--- config.mk ---
export PLATFORM = sky130hd
export DESIGN_NAME = ks_pipe_adder_flat
export DESIGN_NICKNAME = d
export VERILOG_FILES = /design/src/rtl/ks_pipe_if.sv /design/src/rtl/ks_pipe_adder.sv /design/src/flat_wrapper.sv
export SDC_FILE = /design/constraint.sdc
export NUM_CORES = 1
export LEC_CHECK = 0
export ABC_CLOCK_PERIOD_IN_PS = 1300
export BUFFER_PORTS_ARGS = -buffer_cell sky130_fd_sc_hd__clkbuf_2
export CAP_MARGIN = 30
export CORE_MARGIN = 10
export CORE_UTILIZATION = 35
export DETAILED_ROUTE_END_ITERATION = 12
export GPL_ROUTABILITY_DRIVEN = 1
export GPL_TIMING_DRIVEN = 0
export SYNTH_ARGS = -nofsm -noshare
export SYNTH_HDL_FRONTEND = slang
export SYNTH_SLANG_ARGS = --single-unit
export TNS_END_PERCENT = 10
--- constraint.sdc ---
create_clock -name clk -period 1.3 [get_ports clk]
set_input_delay 0.065 -clock clk [delete_from_list [all_inputs] [get_ports clk]]
set_output_delay 0.065 -clock clk [all_outputs]
set_load 0.1 [all_outputs]
--- src/rtl/ks_pipe_if.sv ---
// Operand/result handshake bundle for ks_pipe_adder.
// The in_sub signal exists only when KS_PIPE_SUB_EN is defined.
`timescale 1ns/1ps
interface ks_pipe_if #(
  parameter int WIDTH = 16
);
  logic             in_valid;
  logic             in_ready;
  logic [WIDTH-1:0] in_a;
  logic [WIDTH-1:0] in_b;
  logic             in_cin;
`ifdef KS_PIPE_SUB_EN
  logic             in_sub;
`endif
  logic             out_valid;
  logic             out_ready;
  logic [WIDTH-1:0] out_sum;
  logic             out_cout;

`ifdef KS_PIPE_SUB_EN
  modport master (
    output in_valid, in_a, in_b, in_cin, in_sub, out_ready,
    input  in_ready, out_valid, out_sum, out_cout
  );
  modport slave (
    input  in_valid, in_a, in_b, in_cin, in_sub, out_ready,
    output in_ready, out_valid, out_sum, out_cout
  );
`else
  modport master (
    output in_valid, in_a, in_b, in_cin, out_ready,
    input  in_ready, out_valid, out_sum, out_cout
  );
  modport slave (
    input  in_valid, in_a, in_b, in_cin, out_ready,
    output in_ready, out_valid, out_sum, out_cout
  );
`endif
endinterface

--- src/rtl/ks_pipe_adder.sv ---
// Pipelined Kogge-Stone adder, STAGE_LEVELS prefix levels per register stage, valid/ready on both sides.
// Optional KS_PIPE_SUB_EN adds in_sub: computes in_a + ~in_b + 1, out_cout = NOT borrow.
`timescale 1ns/1ps
module ks_pipe_adder #(
  parameter int WIDTH        = 16,
  parameter int STAGE_LEVELS = 2
) (
  input  logic     clk,
  input  logic     rst_n,
  ks_pipe_if.slave bus
);
  localparam int LOG2W = $clog2(WIDTH);
  localparam int NSTG  = (LOG2W + STAGE_LEVELS - 1) / STAGE_LEVELS;

  // One prefix level of span 'span': bits below span pass through unchanged.
  function automatic logic [2*WIDTH-1:0] ks_level(input logic [WIDTH-1:0] g,
                                                  input logic [WIDTH-1:0] p,
                                                  input int               span);
    logic [WIDTH-1:0] gn;
    logic [WIDTH-1:0] pn;
    gn = g | (p & (g << span));
    pn = p & ((p << span) | ~({WIDTH{1'b1}} << span));
    return {gn, pn};
  endfunction

  logic [NSTG-1:0]  vld_q;
  logic [WIDTH-1:0] g_q   [NSTG];
  logic [WIDTH-1:0] p_q   [NSTG];
  logic [WIDTH-1:0] po_q  [NSTG];
  logic [NSTG-1:0]  cin_q;
  logic [WIDTH-1:0] grp_g_d [NSTG];
  logic [WIDTH-1:0] grp_p_d [NSTG];

  logic             out_valid_q;
  logic [WIDTH-1:0] out_sum_q;
  logic             out_cout_q;

  logic [WIDTH-1:0] b_eff_d;
  logic [WIDTH-1:0] g0_d;
  logic [WIDTH-1:0] p0_d;
  logic             cin0_d;
  logic [WIDTH-1:0] sum_d;
  logic             cout_d;
  logic             stall_d;
  logic             unused_p_top;

  assign stall_d       = out_valid_q & ~bus.out_ready;
  assign bus.in_ready  = ~stall_d;
  assign bus.out_valid = out_valid_q;
  assign bus.out_sum   = out_sum_q;
  assign bus.out_cout  = out_cout_q;
  assign unused_p_top  = ^grp_p_d[NSTG-1];

  // Stage-0 generate/propagate with the carry-in folded into bit 0.
  always_comb begin
    b_eff_d = bus.in_b;
    cin0_d  = bus.in_cin;
`ifdef KS_PIPE_SUB_EN
    if (bus.in_sub) begin
      b_eff_d = ~bus.in_b;
      cin0_d  = 1'b1;
    end else begin
      b_eff_d = bus.in_b;
      cin0_d  = bus.in_cin;
    end
`endif
    p0_d    = bus.in_a ^ b_eff_d;
    g0_d    = bus.in_a & b_eff_d;
    g0_d[0] = g0_d[0] | (p0_d[0] & cin0_d);
  end

  // Prefix levels evaluated between each pair of pipeline registers.
  always_comb begin
    logic [WIDTH-1:0] gw;
    logic [WIDTH-1:0] pw;
    for (int s = 0; s < NSTG; s++) begin
      gw = g_q[s];
      pw = p_q[s];
      for (int l = 0; (l < STAGE_LEVELS) && ((s * STAGE_LEVELS + l) < LOG2W); l++) begin
        {gw, pw} = ks_level(gw, pw, 1 << (s * STAGE_LEVELS + l));
      end
      grp_g_d[s] = gw;
      grp_p_d[s] = pw;
    end
  end

  // Group generates are the carries out of each bit position.
  always_comb begin
    sum_d  = po_q[NSTG-1] ^ {grp_g_d[NSTG-1][WIDTH-2:0], cin_q[NSTG-1]};
    cout_d = grp_g_d[NSTG-1][WIDTH-1];
  end

  // Pipeline registers: everything holds while the output is stalled.
  always_ff @(posedge clk or negedge rst_n) begin
    if (!rst_n) begin
      vld_q       <= '0;
      cin_q       <= '0;
      out_valid_q <= 1'b0;
      out_sum_q   <= '0;
      out_cout_q  <= 1'b0;
      for (int s = 0; s < NSTG; s++) begin
        g_q[s]  <= '0;
        p_q[s]  <= '0;
        po_q[s] <= '0;
      end
    end else if (!stall_d) begin
      vld_q[0] <= bus.in_valid;
      if (bus.in_valid) begin
        g_q[0]   <= g0_d;
        p_q[0]   <= p0_d;
        po_q[0]  <= p0_d;
        cin_q[0] <= cin0_d;
      end
      for (int s = 1; s < NSTG; s++) begin
        vld_q[s] <= vld_q[s-1];
        if (vld_q[s-1]) begin
          g_q[s]   <= grp_g_d[s-1];
          p_q[s]   <= grp_p_d[s-1];
          po_q[s]  <= po_q[s-1];
          cin_q[s] <= cin_q[s-1];
        end
      end
      // Output data only changes on a real beat so it keeps the last result.
      out_valid_q <= vld_q[NSTG-1];
      if (vld_q[NSTG-1]) begin
        out_sum_q  <= sum_d;
        out_cout_q <= cout_d;
      end
    end
  end
endmodule

--- src/flat_wrapper.sv ---
// flat-port wrapper written by rule: the top's interface ports become plain ports
module ks_pipe_adder_flat 
#(
  parameter int WIDTH        = 16,
  parameter int STAGE_LEVELS = 2
)
  (clk, rst_n, bus_in_valid, bus_in_a, bus_in_b, bus_in_cin, bus_out_ready, bus_in_ready, bus_out_valid, bus_out_sum, bus_out_cout);
  ks_pipe_if #(.WIDTH(WIDTH)) bus_i ();
  input  logic clk;
  input  logic rst_n;
  input wire logic [$bits(bus_i.in_valid)-1:0] bus_in_valid;
  input wire logic [$bits(bus_i.in_a)-1:0] bus_in_a;
  input wire logic [$bits(bus_i.in_b)-1:0] bus_in_b;
  input wire logic [$bits(bus_i.in_cin)-1:0] bus_in_cin;
  input wire logic [$bits(bus_i.out_ready)-1:0] bus_out_ready;
  output wire logic [$bits(bus_i.in_ready)-1:0] bus_in_ready;
  output wire logic [$bits(bus_i.out_valid)-1:0] bus_out_valid;
  output wire logic [$bits(bus_i.out_sum)-1:0] bus_out_sum;
  output wire logic [$bits(bus_i.out_cout)-1:0] bus_out_cout;
  assign bus_i.in_valid = bus_in_valid;
  assign bus_i.in_a = bus_in_a;
  assign bus_i.in_b = bus_in_b;
  assign bus_i.in_cin = bus_in_cin;
  assign bus_i.out_ready = bus_out_ready;
  assign bus_in_ready = bus_i.in_ready;
  assign bus_out_valid = bus_i.out_valid;
  assign bus_out_sum = bus_i.out_sum;
  assign bus_out_cout = bus_i.out_cout;
  ks_pipe_adder #(.WIDTH(WIDTH), .STAGE_LEVELS(STAGE_LEVELS)) u_core (.clk(clk), .rst_n(rst_n), .bus(bus_i));
endmodule
==> impl_metrics.json <==
{
  "outcome": "finished, violations left",
  "violations": "negative setup slack",
  "grt_max_degree": 68,
  "max_freq_mhz": 710,
  "grt_pass1_vias": 3060,
  "rsz0062_at_grt": "yes",
  "yosys.cell_types.count": 30,
  "cp_slowest_cell": "dfrtp_4",
  "start_kind": "flop",
  "r2r_end": "u_core.po_q[13]$_DFFE_PN0P_",
  "worstPathRequired_ns": 1.53,
  "finalWorstSetupSlack_ns": -0.108,
  "antenna_found_initial": 0,
  "place_congestion": 0.785,
  "drc": 0,
  "h-tree-depth": 3,
  "post_drt_via_cell_ratio": 4.69,
  "die_area_sq_um": 17900,
  "most-common-layout-cells": "dfrtp_1 (97), mux2_4 (53), clkbuf_2 (52), nand2_1 (47), o21ai_0 (28)",
  "num_vias": 2783,
  "drtIter0Drc": 132,
  "wl_met3_um": 372,
  "hold_viol": 0,
  "cp.depth": 5,
  "tightest_slew_ns": 0.553,
  "syn_to_final_growth_pct": 22.4,
  "final_nets": 469,
  "wl_per_cell_um": 16.4,
  "max_slew_margin": 0.633,
  "rr_startpoint": "u_core.bus.out_valid$_DFFE_PN0N_",
  "finClkSkew_ns": 0.00950,
  "place_hpwl_um": 7360,
  "slew_viol_final": 0,
  "drive_gt1_frac": 0.387,
  "numCtsBuffers": 9,
  "clockBufferDepth": 2,
  "cap_violations": 0,
  "grt-ovfl-total": 0,
  "yosys.area.top_type": "dfrtp_1",
  "fin_crit_sh": 1.08,
  "netlist_instances": 344,
  "initial_core_util": 0.358,
  "routed_wl_um": 9720,
  "yosys.area.top_type_share": 0.541,
  "synth-seq-cells": 98,
  "finalSetupViolations": 70,
  "worstPathCellList": "nand2b_4 > buf_12 > nand2_8 > buf_8 > mux2_4",
  "place_inst": 572,
  "path_clk_slew_ns": 0.07,
  "crit_buf_inv": 2,
  "ir_worst_vdd_mv": 0.784,
  "powerDensity_nw_per_um2": 2530,
  "fp.dieH_um": 134,
  "synthArstFlopShare": 1.00,
  "drt_first_pass_iters": 4,
  "crit_path_end": "u_core.po_q[13]$_DFFE_PN0P_",
  "synth_area_leaders": "dfrtp_1 (54%), mux2_4 (18%), ha_1 (4.4%)",
  "crit_fanout": 10,
  "clock_latency_ns": 0.35,
  "end_kind": "flop",
  "rrSetupSlack_ns": -0.11,
  "worstRegToRegCells": 5,
  "clock-root-buffer": "clkbuf_16",
  "cts.sinks": 98,
  "slowest_delay_ns": 0.49,
  "leakage_uw": 0.00267,
  "num_antenna_cells": 0,
  "grt_first_pass_wirelength_um": 16300,
  "grtUsageTotal": 0.114,
  "avgSynthCellArea_sq_um": 13.2,
  "crit_family": "flip-flops",
  "core-area_sq_um": 12700,
  "drtAntennaViolNets": 0,
  "die_w_um": 134,
  "synth_flop_cell": "dfrtp_1",
  "p_total_uw": 14000,
  "cts_tree": "done",
  "yosysSeqAreaShare": 0.541,
  "num_rows": 41,
  "critPathKind": "reg -> reg",
  "top_layer": "met4",
  "startpoint": "u_core.bus.out_valid$_DFFE_PN0N_",
  "syn_area_sq_um": 4540,
  "yosysWarnings": 0,
  "arrival_ns": 1.64,
  "synth_edf_count": 0,
  "wl_met2_um": 4370,
  "layout_commonest_cell": "dfrtp_1",
  "fin_cells": 593,
  "wl_met1_um": 4800,
  "pin_count": 56,
  "synth_nets": 397,
  "period_needed_ns": 1.41,
  "io_buffers": 55,
  "whs_ns": 0.0593,
  "hold_path_class": "in -> reg"
}
how the worst min path moves through the flow:
stage                 start                              end  slack [ns]  depth (start not counted)
2_1_floorplan         rst_n  u_core.bus.out_cout$_DFFE_PN0P_       -0.23                          0
3_3_place_gp     bus_in_cin      u_core.cin_q[0]$_DFFE_PN0P_        0.31                          2
3_5_place_dp          rst_n       u_core.p_q[18]$_DFFE_PN0P_        0.08                          1
4_1_cts        bus_in_a[15]       u_core.p_q[31]$_DFFE_PN0P_        0.05                          3
5_1_grt         bus_in_a[7]       u_core.p_q[23]$_DFFE_PN0P_        0.06                          3
6_report       bus_in_a[15]       u_core.p_q[31]$_DFFE_PN0P_        0.06                          3
stage by stage:
stage	setup slack (ns)	setup TNS (ns)	utilization	instance area (sq um)
floorplan	-0.303	-23.77	-	4540
global placement	-1.41	-106.96	0.397	5030
detailed placement	-0.116	-5.44	0.400	5060
CTS	-0.109	-6.12	0.431	5460
global route	-0.139	-7.71	0.438	5550
finish	-0.108	-4.88	0.438	5550
cells by family (layout without fill, tap and decap cells):
logic type | Yosys count | after routing | synth area share
fa+ha+maj | 16 | 16 | 0.0441
buf+inv | 16 | 93 | 0.0298
mux | 60 | 60 | 0.193
xor+xnor | 16 | 16 | 0.0309
flops | 98 | 98 | 0.541
compound gates | 78 | 78 | 0.0993
simple gates | 60 | 60 | 0.0626
flip-flops by register name, indices dropped and copies added, names as in the netlist:
register,cells
u_core.g_q,32
u_core.po_q,16
u_core.cin_q,2
u_core.p_q,28
u_core.bus.out_sum,16
u_core.bus.out_cout,1
u_core.bus.out_valid,1
u_core.vld_q,2
final cells by class:
class	count	area, sq um
Fill cell	1168	7120
Sequential cell	98	2460
Multi-Input combinational cell	230	2010
Timing Repair Buffer	61	377
Clock buffer	12	246
Tap cell	172	215
Buffer	13	190
Clock inverter	4	51.3
Inverter	3	11.3
power by group:
| group | leakage, uW | total [uW] | internal [uW] | switching, uW |
|---|---|---|---|---|
| clock network | 0.000143 | 2660 | 1550 | 1120 |
| registers | 0.00121 | 5220 | 4210 | 1010 |
| logic | 0.00132 | 6160 | 2390 | 3760 |
| total | 0.00267 | 14000 | 8150 | 5890 |
what timing repair did:
item | in CTS | in global routing
gates resized for setup | 18 | 21
cloned | 0 | 1
hold buffers | 2 | 0
endpoints found under the hold margin | 32 | 0
pin swaps | 0 | 5
setup buffers | 1 | 1
setup endpoints to repair | 83 | 88
per-layer routing:
metal / track usage / up-vias
li1: - / 1368
met1: 0.154 / 1359
met2: 0.169 / 43
met3: 0.0284 / 13
met4: 0.0472 / 0
met5: 0 / -
tightest hold or removal path, stage by stage:
cell	delay (ns)
clkbuf_2	0.08
ha_1	0.11
mux2_4	0.13
synth_stat cells, types with 3 or more instances:
library cell,n
buf_6,7
dfrtp_1,98
xor2_1,4
xnor2_1,12
mux2_4,53
o31ai_1,10
o21ai_0,35
a21oi_1,21
nand2_1,48
mux2_2,7
a21o_1,5
buf_2,4
ha_1,16
inv_1,3
Note: power is estimated with default switching activity, not from simulation.
